--- src/rtl/fp_add_pipe.sv ---
// fp_add_pipe: 3-stage pipelined floating-point adder/subtractor with a
// valid/ready handshake. Exponent and mantissa widths are parameters; the
// number format is {sign, biased exponent, stored mantissa} with an implicit
// hidden bit. Rounding is round-to-nearest-even using guard/round/sticky bits.
// Denormal inputs are flushed to zero and tiny results flush to signed zero.
//
// Stages: 1 align (order by magnitude, shift the small operand),
//         2 add (magnitude add/subtract, leading-zero count),
//         3 normalise / round / pack into the output register.
//
// Optional feature macro: FP_ADD_PIPE_FLAGS_EN adds the `flags` port
// {invalid, overflow, inexact} and the logic that produces it.
//
// Ports:
//   clk        clock, rising edge
//   rst_n      asynchronous active-low reset
//   in_valid   operand pair valid
//   in_ready   operands accepted this cycle (pipeline advancing)
//   a, b       operands {sign, exp, man}
//   sub        1: a - b, 0: a + b
//   out_valid  result valid
//   out_ready  consumer accepts the result
//   res        packed result
//   flags      {invalid, overflow, inexact} (FP_ADD_PIPE_FLAGS_EN only)
module fp_add_pipe #(
  parameter int EXP_W = 8,
  parameter int MAN_W = 23
) (
  input  logic                   clk,
  input  logic                   rst_n,
  input  logic                   in_valid,
  output logic                   in_ready,
  input  logic [EXP_W+MAN_W:0]   a,
  input  logic [EXP_W+MAN_W:0]   b,
  input  logic                   sub,
  output logic                   out_valid,
  input  logic                   out_ready,
  output logic [EXP_W+MAN_W:0]   res
`ifdef FP_ADD_PIPE_FLAGS_EN
  ,
  output logic [2:0]             flags
`endif
);

  localparam int W   = 1 + EXP_W + MAN_W;
  localparam int SW  = MAN_W + 4;            // {hidden, man, G, R, S}
  localparam int LZW = $clog2(SW + 1);
  localparam int EW2 = EXP_W + 2;            // signed exponent with headroom
  localparam logic [EXP_W-1:0] EXP_ONES = '1;
  localparam logic [W-1:0] QNAN = {1'b0, EXP_ONES, 1'b1, {(MAN_W-1){1'b0}}};

  logic advance;
  assign advance  = !out_valid || out_ready;
  assign in_ready = advance;

  // ---------------------------------------------------------------- stage 1
  logic               sign_a, sign_b;
  logic [EXP_W-1:0]   exp_a, exp_b;
  logic [MAN_W-1:0]   man_a, man_b;
  logic               nan_a, nan_b, inf_a, inf_b;

  assign sign_a = a[W-1];
  assign sign_b = b[W-1] ^ sub;
  assign exp_a  = a[W-2:MAN_W];
  assign exp_b  = b[W-2:MAN_W];
  // Exponent field 0 is zero: the stored mantissa of a denormal is dropped.
  assign man_a  = (exp_a == '0) ? '0 : a[MAN_W-1:0];
  assign man_b  = (exp_b == '0) ? '0 : b[MAN_W-1:0];
  assign nan_a  = (exp_a == EXP_ONES) && (man_a != '0);
  assign nan_b  = (exp_b == EXP_ONES) && (man_b != '0);
  assign inf_a  = (exp_a == EXP_ONES) && (man_a == '0);
  assign inf_b  = (exp_b == EXP_ONES) && (man_b == '0);

  logic               c1_sign_l, c1_sign_s;
  logic [EXP_W-1:0]   c1_exp_l, c1_exp_s, c1_d;
  logic [MAN_W-1:0]   c1_man_l, c1_man_s;
  logic [SW-1:0]      c1_sig_l, c1_sig_s_raw, c1_sig_s;
  logic               c1_lost;
  logic               c1_spec;
  logic [W-1:0]       c1_spec_res;
`ifdef FP_ADD_PIPE_FLAGS_EN
  logic               c1_spec_inv;
`endif

  // NOTE: every always_comb output gets a default before any branch, so no
  // path can leave a signal unassigned and infer a latch.
  always_comb begin
    c1_spec     = nan_a || nan_b || inf_a || inf_b;
    c1_spec_res = QNAN;
`ifdef FP_ADD_PIPE_FLAGS_EN
    c1_spec_inv = 1'b0;
`endif
    if (nan_a || nan_b) begin
      c1_spec_res = QNAN;
    end else if (inf_a && inf_b && (sign_a != sign_b)) begin
      c1_spec_res = QNAN;
`ifdef FP_ADD_PIPE_FLAGS_EN
      c1_spec_inv = 1'b1;
`endif
    end else if (inf_a) begin
      c1_spec_res = {sign_a, EXP_ONES, {MAN_W{1'b0}}};
    end else begin
      c1_spec_res = {sign_b, EXP_ONES, {MAN_W{1'b0}}};
    end
  end

  // Largest magnitude goes first so stage 2 never produces a negative result.
  always_comb begin
    if ({exp_a, man_a} >= {exp_b, man_b}) begin
      c1_sign_l = sign_a; c1_exp_l = exp_a; c1_man_l = man_a;
      c1_sign_s = sign_b; c1_exp_s = exp_b; c1_man_s = man_b;
    end else begin
      c1_sign_l = sign_b; c1_exp_l = exp_b; c1_man_l = man_b;
      c1_sign_s = sign_a; c1_exp_s = exp_a; c1_man_s = man_a;
    end
    c1_d         = c1_exp_l - c1_exp_s;
    c1_sig_l     = {c1_exp_l != '0, c1_man_l, 3'b000};
    c1_sig_s_raw = {c1_exp_s != '0, c1_man_s, 3'b000};
    // Bits pushed below the sticky position are ORed into it. For shifts of
    // SW-1 or more this collapses the whole small operand into S.
    c1_lost = 1'b0;
    for (int i = 0; i < SW; i++) begin
      if (i < int'(c1_d)) c1_lost = c1_lost | c1_sig_s_raw[i];
    end
    c1_sig_s = (c1_sig_s_raw >> c1_d) | {{(SW-1){1'b0}}, c1_lost};
  end

  logic               s1_valid, s1_sign_l, s1_sign_s, s1_spec;
  logic [EXP_W-1:0]   s1_exp_l;
  logic [SW-1:0]      s1_sig_l, s1_sig_s;
  logic [W-1:0]       s1_spec_res;
`ifdef FP_ADD_PIPE_FLAGS_EN
  logic               s1_spec_inv;
`endif

  // ---------------------------------------------------------------- stage 2
  logic [SW:0]        c2_sum;
  logic [LZW-1:0]     c2_lzc;

  always_comb begin
    if (s1_sign_l ^ s1_sign_s) c2_sum = {1'b0, s1_sig_l} - {1'b0, s1_sig_s};
    else                       c2_sum = {1'b0, s1_sig_l} + {1'b0, s1_sig_s};
    // Leading zeros below the carry bit; the highest set bit wins.
    c2_lzc = LZW'(SW);
    for (int i = 0; i < SW; i++) begin
      if (c2_sum[i]) c2_lzc = LZW'(SW - 1 - i);
    end
  end

  logic               s2_valid, s2_sign, s2_zero_sign, s2_spec;
  logic [EXP_W-1:0]   s2_exp_l;
  logic [SW:0]        s2_sum;
  logic [LZW-1:0]     s2_lzc;
  logic [W-1:0]       s2_spec_res;
`ifdef FP_ADD_PIPE_FLAGS_EN
  logic               s2_spec_inv;
`endif

  // ---------------------------------------------------------------- stage 3
  logic [SW-1:0]          c3_norm;
  logic signed [EW2-1:0]  c3_exp_n, c3_exp_f;
  logic [MAN_W+1:0]       c3_mant_r;
  logic [MAN_W-1:0]       c3_man_f;
  logic                   c3_g, c3_r, c3_s, c3_up;
  logic [W-1:0]           c3_res;
`ifdef FP_ADD_PIPE_FLAGS_EN
  logic [2:0]             c3_flags;
`endif

  always_comb begin
    if (s2_sum[SW]) begin
      // Carry out: the dropped LSB folds into sticky.
      c3_norm  = {s2_sum[SW:2], s2_sum[1] | s2_sum[0]};
      c3_exp_n = EW2'(s2_exp_l) + EW2'(1);
    end else begin
      c3_norm  = s2_sum[SW-1:0] << s2_lzc;
      c3_exp_n = EW2'(s2_exp_l) - EW2'(s2_lzc);
    end
    c3_g      = c3_norm[2];
    c3_r      = c3_norm[1];
    c3_s      = c3_norm[0];
    c3_up     = c3_g && (c3_r || c3_s || c3_norm[3]);
    c3_mant_r = {1'b0, c3_norm[SW-1:3]} + (MAN_W+2)'(c3_up);
    // Rounding carry leaves 1.000..0, one binade up.
    c3_exp_f  = c3_exp_n + EW2'(c3_mant_r[MAN_W+1]);
    c3_man_f  = c3_mant_r[MAN_W+1] ? c3_mant_r[MAN_W:1] : c3_mant_r[MAN_W-1:0];

    c3_res = {s2_sign, c3_exp_f[EXP_W-1:0], c3_man_f};
`ifdef FP_ADD_PIPE_FLAGS_EN
    c3_flags = {1'b0, 1'b0, c3_g || c3_r || c3_s};
`endif
    if (s2_spec) begin
      c3_res = s2_spec_res;
`ifdef FP_ADD_PIPE_FLAGS_EN
      c3_flags = {s2_spec_inv, 2'b00};
`endif
    end else if (s2_sum == '0) begin
      // Exact zero: negative only when both operands were negative.
      c3_res = {s2_zero_sign, {(W-1){1'b0}}};
`ifdef FP_ADD_PIPE_FLAGS_EN
      c3_flags = 3'b000;
`endif
    end else if (c3_exp_n <= 0) begin
      c3_res = {s2_sign, {(W-1){1'b0}}};
`ifdef FP_ADD_PIPE_FLAGS_EN
      c3_flags = 3'b001;
`endif
    end else if (int'(c3_exp_f) >= (2**EXP_W) - 1) begin
      c3_res = {s2_sign, EXP_ONES, {MAN_W{1'b0}}};
`ifdef FP_ADD_PIPE_FLAGS_EN
      c3_flags = 3'b011;
`endif
    end
  end

  // ------------------------------------------------------------- registers
  // NOTE: sequential state is written with <= so every register samples the
  // pre-edge value of its source regardless of block ordering.
  always_ff @(posedge clk or negedge rst_n) begin
    if (!rst_n) begin
      s1_valid  <= 1'b0;
      s2_valid  <= 1'b0;
      out_valid <= 1'b0;
      res       <= '0;
`ifdef FP_ADD_PIPE_FLAGS_EN
      flags     <= '0;
`endif
    end else if (advance) begin
      s1_valid  <= in_valid;
      s2_valid  <= s1_valid;
      out_valid <= s2_valid;
      if (s2_valid) begin
        res   <= c3_res;
`ifdef FP_ADD_PIPE_FLAGS_EN
        flags <= c3_flags;
`endif
      end
    end
  end

  // NOTE: datapath payload registers carry no reset; they are qualified by
  // the valid bits above, which are reset.
  always_ff @(posedge clk) begin
    if (advance) begin
      if (in_valid) begin
        s1_sign_l   <= c1_sign_l;
        s1_sign_s   <= c1_sign_s;
        s1_exp_l    <= c1_exp_l;
        s1_sig_l    <= c1_sig_l;
        s1_sig_s    <= c1_sig_s;
        s1_spec     <= c1_spec;
        s1_spec_res <= c1_spec_res;
`ifdef FP_ADD_PIPE_FLAGS_EN
        s1_spec_inv <= c1_spec_inv;
`endif
      end
      if (s1_valid) begin
        s2_sign      <= s1_sign_l;
        s2_zero_sign <= s1_sign_l & s1_sign_s;
        s2_exp_l     <= s1_exp_l;
        s2_sum       <= c2_sum;
        s2_lzc       <= c2_lzc;
        s2_spec      <= s1_spec;
        s2_spec_res  <= s1_spec_res;
`ifdef FP_ADD_PIPE_FLAGS_EN
        s2_spec_inv  <= s1_spec_inv;
`endif
      end
    end
  end

endmodule

--- config.mk ---
export PLATFORM = sky130hd
export DESIGN_NAME = fp_add_pipe
export DESIGN_NICKNAME = d
export VERILOG_FILES = /design/src/rtl/fp_add_pipe.sv
export SDC_FILE = /design/constraint.sdc
export NUM_CORES = 1
export LEC_CHECK = 0
export ABC_AREA = 1
export BUFFER_PORTS_ARGS = -buffer_cell sky130_fd_sc_hd__buf_2
export CORE_ASPECT_RATIO = 0.5
export CORE_MARGIN = 2
export CORE_UTILIZATION = 43
export CTS_BUF_LIST = sky130_fd_sc_hd__clkbuf_8
export CTS_CLUSTER_DIAMETER = 120
export CTS_CLUSTER_SIZE = 28
export DETAILED_ROUTE_END_ITERATION = 12
export SKIP_CTS_REPAIR_TIMING = 1
export SYNTH_ARGS = -nofsm -noshare
export SYNTH_HDL_FRONTEND = slang
export SYNTH_SLANG_ARGS = --single-unit
export TNS_END_PERCENT = 100
--- constraint.sdc ---
create_clock -name clk -period 8.9 [get_ports clk]
set_input_delay 1.78 -clock clk [delete_from_list [all_inputs] [get_ports clk]]
set_output_delay 1.78 -clock clk [all_outputs]
set_load 0.01 [all_outputs]
==> results of run 1 <==
[synth_stat cells (28+ instances only)]
library cell and count:
clkbuf_1 44, edfxtp_1 110, ha_1 90, xor2_1 33
nand4_1 28, o21ai_1 40, o21ai_0 168, a21oi_1 107
nand3_1 163, dfrtp_1 35, inv_1 272, nor2_1 165
nand2_1 675
[metal layers]
metal	vias up	wire length, um
li1	7463	-
met1	6613	21700
met2	446	19700
met3	53	2480
met4	0	926
met5	-	0
[worst reg2reg max path, delay by kind of cell (launching register included)]
kind                     cells  cell delay, ns
buffers and inverters        4            0.98
flip-flops                   1            0.87
XOR/XNOR                     1            0.14
adder cells (fa/ha/maj)      3            0.53
AO/OA/AOI/OAI                4            0.83
AND/OR/NAND/NOR             20            3.20
[sequential cells by signal (all words and copies together) (netlist names)]
name,flops
s2_spec_res,2
s2_valid,1
s1_sign_l,1
s2_lzc,5
s1_valid,1
s2_zero_sign,1
s2_exp_l,8
s1_spec,1
s1_spec_res,2
out_valid,1
res,32
s2_sum,28
s1_sig_l,24
s2_spec,1
s1_sign_s,1
s1_exp_l,8
s2_sign,1
s1_sig_s,27
[final timing paths]
path / startpoint / slack [ns] / end / depth (start not counted)
hold reg to reg: s1_exp_l[0] / 0.43 / s2_exp_l[0] / 0
setup / recovery: a[24] / 1.58 / s1_sig_s[0] / 31
max in group asynchronous: rst_n / 7.04 / res[19] / 1
hold / removal: s1_exp_l[0] / 0.43 / s2_exp_l[0] / 0
min in group asynchronous: rst_n / 1.36 / res[12] / 1
setup reg to reg: s2_lzc[2] / 2.26 / res[19] / 32
[cell families (layout without fill, tap and decap cells)]
kind of cell	Yosys count	after routing	share of synthesized area [%]
AOI/OAI and AO/OA	412	412	16.1
xor gates and xnor gates	45	45	2.71
adders and majority gates	92	92	8.03
buffers and inverters	368	440	10.1
DFF	145	145	28.8
muxes	11	11	0.758
and+or+nand+nor	1137	1137	33.6
[cell type report]
| type | instances | area [um^2] |
|---|---|---|
| repair buffers | 122 | 661 |
| multi-input cells | 1697 | 8900 |
| flip-flops and latches | 145 | 4180 |
| inverters | 286 | 1080 |
| well taps | 441 | 552 |
| clock inverters | 14 | 138 |
| fillers | 3490 | 17400 |
| clock buffers | 18 | 248 |
[cells in the final DEF, fill, tap and decap left out, drive strengths merged, types with 2 or more instances in the layout]
| cell type | instances |
|---|---|
| xnor2 | 12 |
| a211oi | 4 |
| nor4 | 29 |
| edfxtp | 110 |
| a21o | 5 |
| clkbuf | 18 |
| o22ai | 8 |
| clkinv | 9 |
| nand3b | 8 |
| dfrtp | 35 |
| nor2 | 177 |
| o21bai | 8 |
| o221ai | 2 |
| o31ai | 11 |
| a21boi | 4 |
| fa | 2 |
| inv | 290 |
| o41ai | 2 |
| o21ai | 213 |
| mux2i | 11 |
| nor3 | 24 |
| a32o | 3 |
| a21oi | 107 |
| buf | 122 |
| a31oi | 9 |
| ha | 90 |
| a221oi | 6 |
| or2 | 8 |
| o22a | 5 |
| o211ai | 16 |
| xor2 | 33 |
| nand2 | 694 |
| nand3 | 167 |
| nand4 | 28 |
| o21a | 4 |
[power breakdown]
part	switching [mW]	internal (mW)	leakage [nW]	total [mW]
Sequential	0.122	0.958	1.48	1.08
Combinational	1.44	0.677	5.99	2.12
Clock	0.307	0.216	0.197	0.523
[through the flow]
step / cell area [um^2] / std cells / utilization [%]
floorplan: 14500 / 2210 / -
global placement: 15400 / 2691 / 46.3
detailed placement: 15400 / 2691 / 46.3
CTS: 15700 / 2723 / 47.5
global route: 15700 / 2723 / 47.5
finish: 15700 / 2723 / 47.5
==> flow_metrics.env, run 1 <==
export IMPL_whs_ns=0.429
export IMPL_max_stage_delay_ns=0.65
export IMPL_min_period_over_period_pct=82.3
export IMPL_slowest_stage="nor2_2"
export IMPL_crit_type="in -> reg"
export IMPL_ys_seq_area_share_pct=28.8
export IMPL_arrival_ns=7.57
export IMPL_antenna_cells=0
export IMPL_drt_iter0_markers=1457
export IMPL_slew_violations=0
export IMPL_synth_cell_types=59
export IMPL_die_area_um2=35400
export IMPL_avgViaCountPerCell=5.35
export IMPL_tns_ns=0
export IMPL_cp_num_buf_inv=4
export IMPL_grt_pass1_vias=13500
export IMPL_skew_ns=0.0251
export IMPL_crit_family="simple AND/OR/NAND/NOR gates"
export IMPL_fin_nets=2430
export IMPL_ys_flop_type="edfxtp_1"
export IMPL_syn_to_final_growth_pct=8.39
export IMPL_synth_cells=2210
export IMPL_grt_pass1_wl_mm=71.3
export IMPL_peakVddDrop_mv=0.106
export IMPL_drtPass1Iterations=8
export IMPL_fp_dieH_um=134
export IMPL_grt_overflow_total=0
export IMPL_path_common_cell="nand2_1"
export IMPL_critPathLaunchType="input port"
export IMPL_core_area_um2=33200
export IMPL_synth_edf_count=110
export IMPL_grt_setup_unrepaired="no"
export IMPL_start_util_pct=43.8
export IMPL_syn_area_um2=14500
export IMPL_async_reset_ff_share_pct=24.1
export IMPL_maxCapViolCount=0
export IMPL_p_leak_nw=7.67
export IMPL_synth_top_area_cell="edfxtp_1"
export IMPL_place_gp_congestion=0.938
export IMPL_rows=47
export IMPL_max_freq_mhz=137
export IMPL_ys_top_cells_by_area="edfxtp_1 23%, nand2_1 17%, ha_1 7.7%"
export IMPL_ys_ff_latch=145
export IMPL_setup_ws_ns=1.58
export IMPL_vias=14600
export IMPL_critPathMaxFanout=78
export IMPL_preCtsSetupSlack_ns=1.23
export IMPL_grt_busiest_layer="met2"
export IMPL_worst_ep_required_time_ns=9.14
export IMPL_ant_nets=0
export IMPL_run_status="finished, final reports clean"
export IMPL_cts_buffers=17
export IMPL_worst_pin_slew_ns=0.916
export IMPL_grt_start_max_net_pins=79
export IMPL_endpoint_kind="flop"
export IMPL_cts_sinks=145
export IMPL_clk_pin_slew_worst_paths_ns=0.09
export IMPL_wl_per_cell_um=16.5
export IMPL_gr_usage_met1_pct=35.8
export IMPL_use_met2_pct=40.9
export IMPL_syn_nets=2371
export IMPL_cts_buffer_depth=2
export IMPL_dp_hpwl_mm=35.8
export IMPL_clkLatencyLatePin_ns=0.49
export IMPL_ys_warn_count=0
export IMPL_power_total_mw=3.72
export IMPL_synth_top_area_share_pct=22.7
export IMPL_avgSynthCellArea_um2=6.57
export IMPL_cts_tree="built"
export IMPL_period_needed_ns=7.32
export IMPL_dieWidth_um=264
export IMPL_hold_violations=0
export IMPL_cts_htree_levels=4
export IMPL_antenna_found_initial=0
export IMPL_max_slew_margin_rel_pct=38.9
export IMPL_clock_root_buffer="clkbuf_8"
export IMPL_drt_total_wl_mm=44.8
export IMPL_grt_use_met3_pct=3.07
export IMPL_ioPinCount=103
export IMPL_min_path_type="reg -> reg"
export IMPL_drive_gt1_share_pct=9.51
export IMPL_grtUsageTotal_pct=25.4
export IMPL_powerDensity_nw_per_um2=236
export IMPL_drc_errors=0
export IMPL_final_setup_viol_count=0
export IMPL_portBuffers=102
Power figures use the tool's default switching activity.
==> inputs of run 2 (changes only) <==
==> constraint.sdc (replaced) <==
create_clock -name clk -period 6.2 [get_ports clk]
set_input_delay 1.24 -clock clk [delete_from_list [all_inputs] [get_ports clk]]
set_output_delay 1.24 -clock clk [all_outputs]
set_load 0.01 [all_outputs]
==> flow_metrics.env, run 2 (synthesized netlist as in run 1, its figures left out) <==
export IMPL_run_status="finished, final reports clean"
export IMPL_grt_pass1_vias=13500
export IMPL_max_slew_margin_rel_pct=37.7
export IMPL_reg_top3="res (32), s2_sum (28), s1_sig_s (27)"
export IMPL_drc_errors=0
export IMPL_min_period_over_period_pct=92.5
export IMPL_hold_violations=0
export IMPL_powerDensity_nw_per_um2=340
export IMPL_clk_pin_slew_worst_paths_ns=0.09
export IMPL_antenna_found_initial=1
export IMPL_cts_buffer_depth=2
export IMPL_die_area_um2=35400
export IMPL_ant_nets=0
export IMPL_max_freq_mhz=174
export IMPL_cp_num_buf_inv=7
export IMPL_grtUsageTotal_pct=25.2
export IMPL_fin_nets=2454
export IMPL_largest_register="res"
export IMPL_grt_pass1_wl_mm=71.1
export IMPL_ioPinCount=103
export IMPL_p_sw_share_pct=49.9
export IMPL_cts_sinks=145
export IMPL_grt_overflow_total=0
export IMPL_power_total_mw=5.44
export IMPL_fp_dieH_um=134
export IMPL_peakVddDrop_mv=0.159
export IMPL_critPathMaxFanout=10
export IMPL_syn_to_final_growth_pct=10.3
export IMPL_switchingPower_mw=2.71
export IMPL_drt_iter0_markers=1388
export IMPL_slew_violations=0
export IMPL_core_area_um2=33200
export IMPL_drt_total_wl_mm=45.1
export IMPL_period_needed_ns=5.73
export IMPL_clkLatencyLatePin_ns=0.49
export IMPL_layout_commonest_cell="nand2_1"
export IMPL_drive_gt1_share_pct=10.8
export IMPL_vias=14700
export IMPL_rows=47
export IMPL_seqPwrFrac_pct=28.6
export IMPL_antenna_cells=0
export IMPL_worst_pin_slew_ns=0.925
export IMPL_skew_ns=0.0162
export IMPL_avgViaCountPerCell=5.36
export IMPL_nFillCells=3474
export IMPL_start_util_pct=43.8
export IMPL_endpoint_kind="flop"
export IMPL_drtPass1Iterations=5
export IMPL_power_frac_comb_pct=57.2
export IMPL_final_setup_viol_count=0
export IMPL_grt_start_max_net_pins=65
export IMPL_arrival_ns=6.11
export IMPL_crit_type="reg -> reg"
export IMPL_whs_ns=0.426
export IMPL_clockPowerShare_pct=14.2
export IMPL_p_leak_nw=7.81
export IMPL_intPower_mw=2.73
export IMPL_portBuffers=102
export IMPL_final_cell_mix="673 x nand2_1, 270 x inv_1, 168 x o21ai_0"
export IMPL_crit_family="simple AND/OR/NAND/NOR gates"
export IMPL_worst_ep_required_time_ns=6.57
export IMPL_largest_register_ffs=32
export IMPL_cts_tree="built"
export IMPL_dieWidth_um=264
export IMPL_cts_buffers=17
export IMPL_clock_root_buffer="clkbuf_8"
export IMPL_dp_hpwl_mm=36.4
export IMPL_maxCapViolCount=0
export IMPL_slowest_stage="o41ai_2"
export IMPL_wl_per_cell_um=16.4
export IMPL_path_common_cell="nand2_1"
export IMPL_critPathLaunchType="flop"
export IMPL_max_stage_delay_ns=0.42
export IMPL_place_gp_congestion=1.06
export IMPL_cts_htree_levels=4
export IMPL_min_path_type="reg -> reg"
-- run 2: path summary, 6_finish.rpt --
path                          endpoint  slack [ns]        start  cells past startpoint
setup reg to reg               res[19]        0.47    s2_lzc[0]                     39
hold reg to reg            s2_exp_l[0]        0.43  s1_exp_l[0]                      0
min in group asynchronous      res[24]        0.81        rst_n                      1
hold / removal             s2_exp_l[0]        0.43  s1_exp_l[0]                      0
setup / recovery               res[19]        0.47    s2_lzc[0]                     39
max in group asynchronous       res[0]        4.90        rst_n                      1
-- run 2: cell type report --
| cell class | count | area [um^2] | share of cell area [%] |
|---|---|---|---|
| clock buffers | 17 | 234 | 1.46 |
| clock inverters | 15 | 173 | 1.08 |
| inverters | 286 | 1080 | 6.74 |
| multi-input cells | 1697 | 8940 | 55.8 |
| flip-flops and latches | 145 | 4180 | 26.1 |
| well taps | 441 | 552 | 3.44 |
| repair buffers | 145 | 863 | 5.39 |
| repair inverters | 1 | 7.51 | 0.0468 |
-- run 2: per-layer routing --
metal / routed length [um] / GRT usage [%] / share of wire (%)
met5: 0 / 0 / 0
met4: 1040 / 7.64 / 2.3
met3: 2730 / 3.78 / 6.1
met2: 20100 / 41.0 / 45
met1: 21200 / 34.8 / 47
-- run 2: power groups by stage --
stage | Combinational (mW) | Clock [mW] | Sequential (mW)
after global routing | 3.51 | 0.822 | 1.59
after CTS | 3.06 | 0.792 | 1.56
after detailed placement | 3.04 | 0 | 1.58
final | 3.12 | 0.771 | 1.56
after global placement | 3.06 | 0 | 1.58
after floorplan | 2.19 | 0 | 1.57
-- run 2: worst reg2reg max path: cells and delay by family (launching register included) --
family / cells / cell delay, ns
simple gates: 25 / 3.02
compound gates: 4 / 0.95
buf+inv: 7 / 0.76
flops: 1 / 0.39
fa+ha+maj: 2 / 0.29
mux: 1 / 0.20
-- run 2: metrics by stage --
step	util (%)	instance area [um^2]	setup slack [ns]	cells	TNS, ns
floorplan	-	14500	1.07	2210	0
global placement	46.9	15500	0.200	2711	0
detailed placement	46.9	15500	0.191	2711	0
CTS	48.1	15900	0.174	2743	0
global route	48.3	16000	-0.145	2747	-1.05
finish	48.3	16000	0.465	2747	0
==> inputs of run 3 (changes only) <==
--- a/config.mk
+++ b/config.mk
@@ -7,13 +7,16 @@
 export LEC_CHECK = 0
 export ABC_AREA = 1
 export BUFFER_PORTS_ARGS = -buffer_cell sky130_fd_sc_hd__buf_2
+export CELL_PAD_IN_SITES_DETAIL_PLACEMENT = 0
+export CELL_PAD_IN_SITES_GLOBAL_PLACEMENT = 1
 export CORE_ASPECT_RATIO = 0.5
 export CORE_MARGIN = 2
-export CORE_UTILIZATION = 43
+export CORE_UTILIZATION = 41
 export CTS_BUF_LIST = sky130_fd_sc_hd__clkbuf_8
 export CTS_CLUSTER_DIAMETER = 120
 export CTS_CLUSTER_SIZE = 28
 export DETAILED_ROUTE_END_ITERATION = 12
+export PLACE_DENSITY_LB_ADDON = 0.1
 export SKIP_CTS_REPAIR_TIMING = 1
 export SYNTH_ARGS = -nofsm -noshare
 export SYNTH_HDL_FRONTEND = slang
==> flow_metrics.env, run 3 (synthesized netlist as in run 1, its figures left out) <==
export IMPL_run_status="finished, final reports clean"
export IMPL_max_stage_delay_ns=0.49
export IMPL_layout_commonest_cell="nand2_1"
export IMPL_p_leak_nw=7.88
export IMPL_max_slew_margin_rel_pct=21.1
export IMPL_peakVddDrop_mv=0.143
export IMPL_critPathMaxFanout=25
export IMPL_drive_gt1_share_pct=11.7
export IMPL_largest_register_ffs=32
export IMPL_vias=14700
export IMPL_antenna_found_initial=1
export IMPL_fin_nets=2473
export IMPL_drt_iter0_markers=1387
export IMPL_avgViaCountPerCell=5.24
export IMPL_place_gp_congestion=0.938
export IMPL_grt_pass1_vias=13600
export IMPL_drtPass1Iterations=7
export IMPL_max_freq_mhz=173
export IMPL_grt_pass1_wl_mm=74.7
export IMPL_syn_to_final_growth_pct=11.5
export IMPL_skew_ns=0.0202
export IMPL_hold_violations=0
export IMPL_maxCapViolCount=0
export IMPL_largest_register="res"
export IMPL_start_util_pct=41.9
export IMPL_clk_pin_slew_worst_paths_ns=0.11
export IMPL_grtUsageTotal_pct=26.0
export IMPL_final_setup_viol_count=0
export IMPL_power_total_mw=5.50
export IMPL_cts_tree="built"
export IMPL_reg_top3="res (32), s2_sum (28), s1_sig_s (27)"
export IMPL_core_area_um2=34700
export IMPL_arrival_ns=6.12
export IMPL_cts_sinks=145
export IMPL_cts_buffers=17
export IMPL_slowest_stage="o21ai_1"
export IMPL_wl_per_cell_um=17.1
export IMPL_drt_total_wl_mm=47.8
export IMPL_antenna_cells=0
export IMPL_whs_ns=0.423
export IMPL_cts_buffer_depth=2
export IMPL_endpoint_kind="flop"
export IMPL_min_path_type="reg -> reg"
export IMPL_grt_overflow_total=0
export IMPL_path_common_cell="nand2_1"
export IMPL_drc_errors=0
export IMPL_crit_type="in -> reg"
export IMPL_ant_nets=0
export IMPL_portBuffers=102
export IMPL_cts_htree_levels=4
export IMPL_critPathLaunchType="input port"
export IMPL_die_area_um2=37100
export IMPL_min_period_over_period_pct=93.2
export IMPL_grt_start_max_net_pins=65
export IMPL_period_needed_ns=5.78
export IMPL_worst_pin_slew_ns=1.18
export IMPL_dp_hpwl_mm=39.0
export IMPL_worst_ep_required_time_ns=6.54
export IMPL_ioPinCount=103
export IMPL_clock_root_buffer="clkbuf_8"
export IMPL_powerDensity_nw_per_um2=339
export IMPL_clkLatencyLatePin_ns=0.50
export IMPL_final_cell_mix="673 x nand2_1, 269 x inv_1, 168 x o21ai_0"
export IMPL_slew_violations=0
export IMPL_dieWidth_um=270
export IMPL_rows=48
export IMPL_fp_dieH_um=137
[run 3: changes by cell type in the layout (fill, tap and decap cells not counted), moves of 2 or more]
cell      previous run  this run
nor2_1             164       161
clkinv_8             3         5
buf_4               40        61
o21ai_1             38        40
o21ai_2              7         5
nor2_2               7        10
[run 3: power by group]
part	leakage (nW)	internal (mW)	switching [mW]
clock	0.204	0.309	0.461
combinational	6.19	1.04	2.13
sequential	1.48	1.38	0.182
[run 3: area by class of cell]
cell class                 instances  area (um^2)
fill                            3746        18500
multi-input combinational       1697         8940
sequential                       145         4180
inverter                         286         1080
timing repair buffer             164          988
tap                              475          594
clock buffer                      17          234
clock inverter                    15          183
timing repair inverter             1         7.51
[run 3: per-stage QoR]
step	util, %	cell area, um^2	TNS (ns)	setup slack [ns]	std cells
floorplan	-	14500	0	1.07	2210
global placement	45.2	15700	0	0.0165	2759
detailed placement	45.2	15700	-0.0470	-0.0168	2759
CTS	46.4	16100	-0.0657	-0.0292	2791
global route	46.7	16200	-0.0232	-0.0173	2800
finish	46.7	16200	0	0.423	2800
[run 3: final timing paths]
path	start	to	slack (ns)	cells past startpoint
max in group asynchronous	rst_n	res[20]	4.90	1
setup / recovery	a[24]	s1_sig_s[5]	0.42	30
hold / removal	s1_spec_res[31]	s2_spec_res[31]	0.42	0
hold reg to reg	s1_spec_res[31]	s2_spec_res[31]	0.42	0
setup reg to reg	s2_lzc[0]	res[1]	0.56	38
min in group asynchronous	rst_n	out_valid	0.81	1
[run 3: routing by layer]
layer	up-vias	GRT usage (%)	share of wire (%)
met4	0	7.83	2.2
met2	406	42.9	45
met1	6648	35.6	48
li1	7545	-	-
met5	-	0	0
met3	69	3.44	5.2
[run 3: critical path, delay by kind of cell]
family / cells / cell delay [ns]
fa+ha+maj: 1 / 0.36
buf+inv: 3 / 0.57
simple gates: 20 / 2.78
compound gates: 6 / 1.13
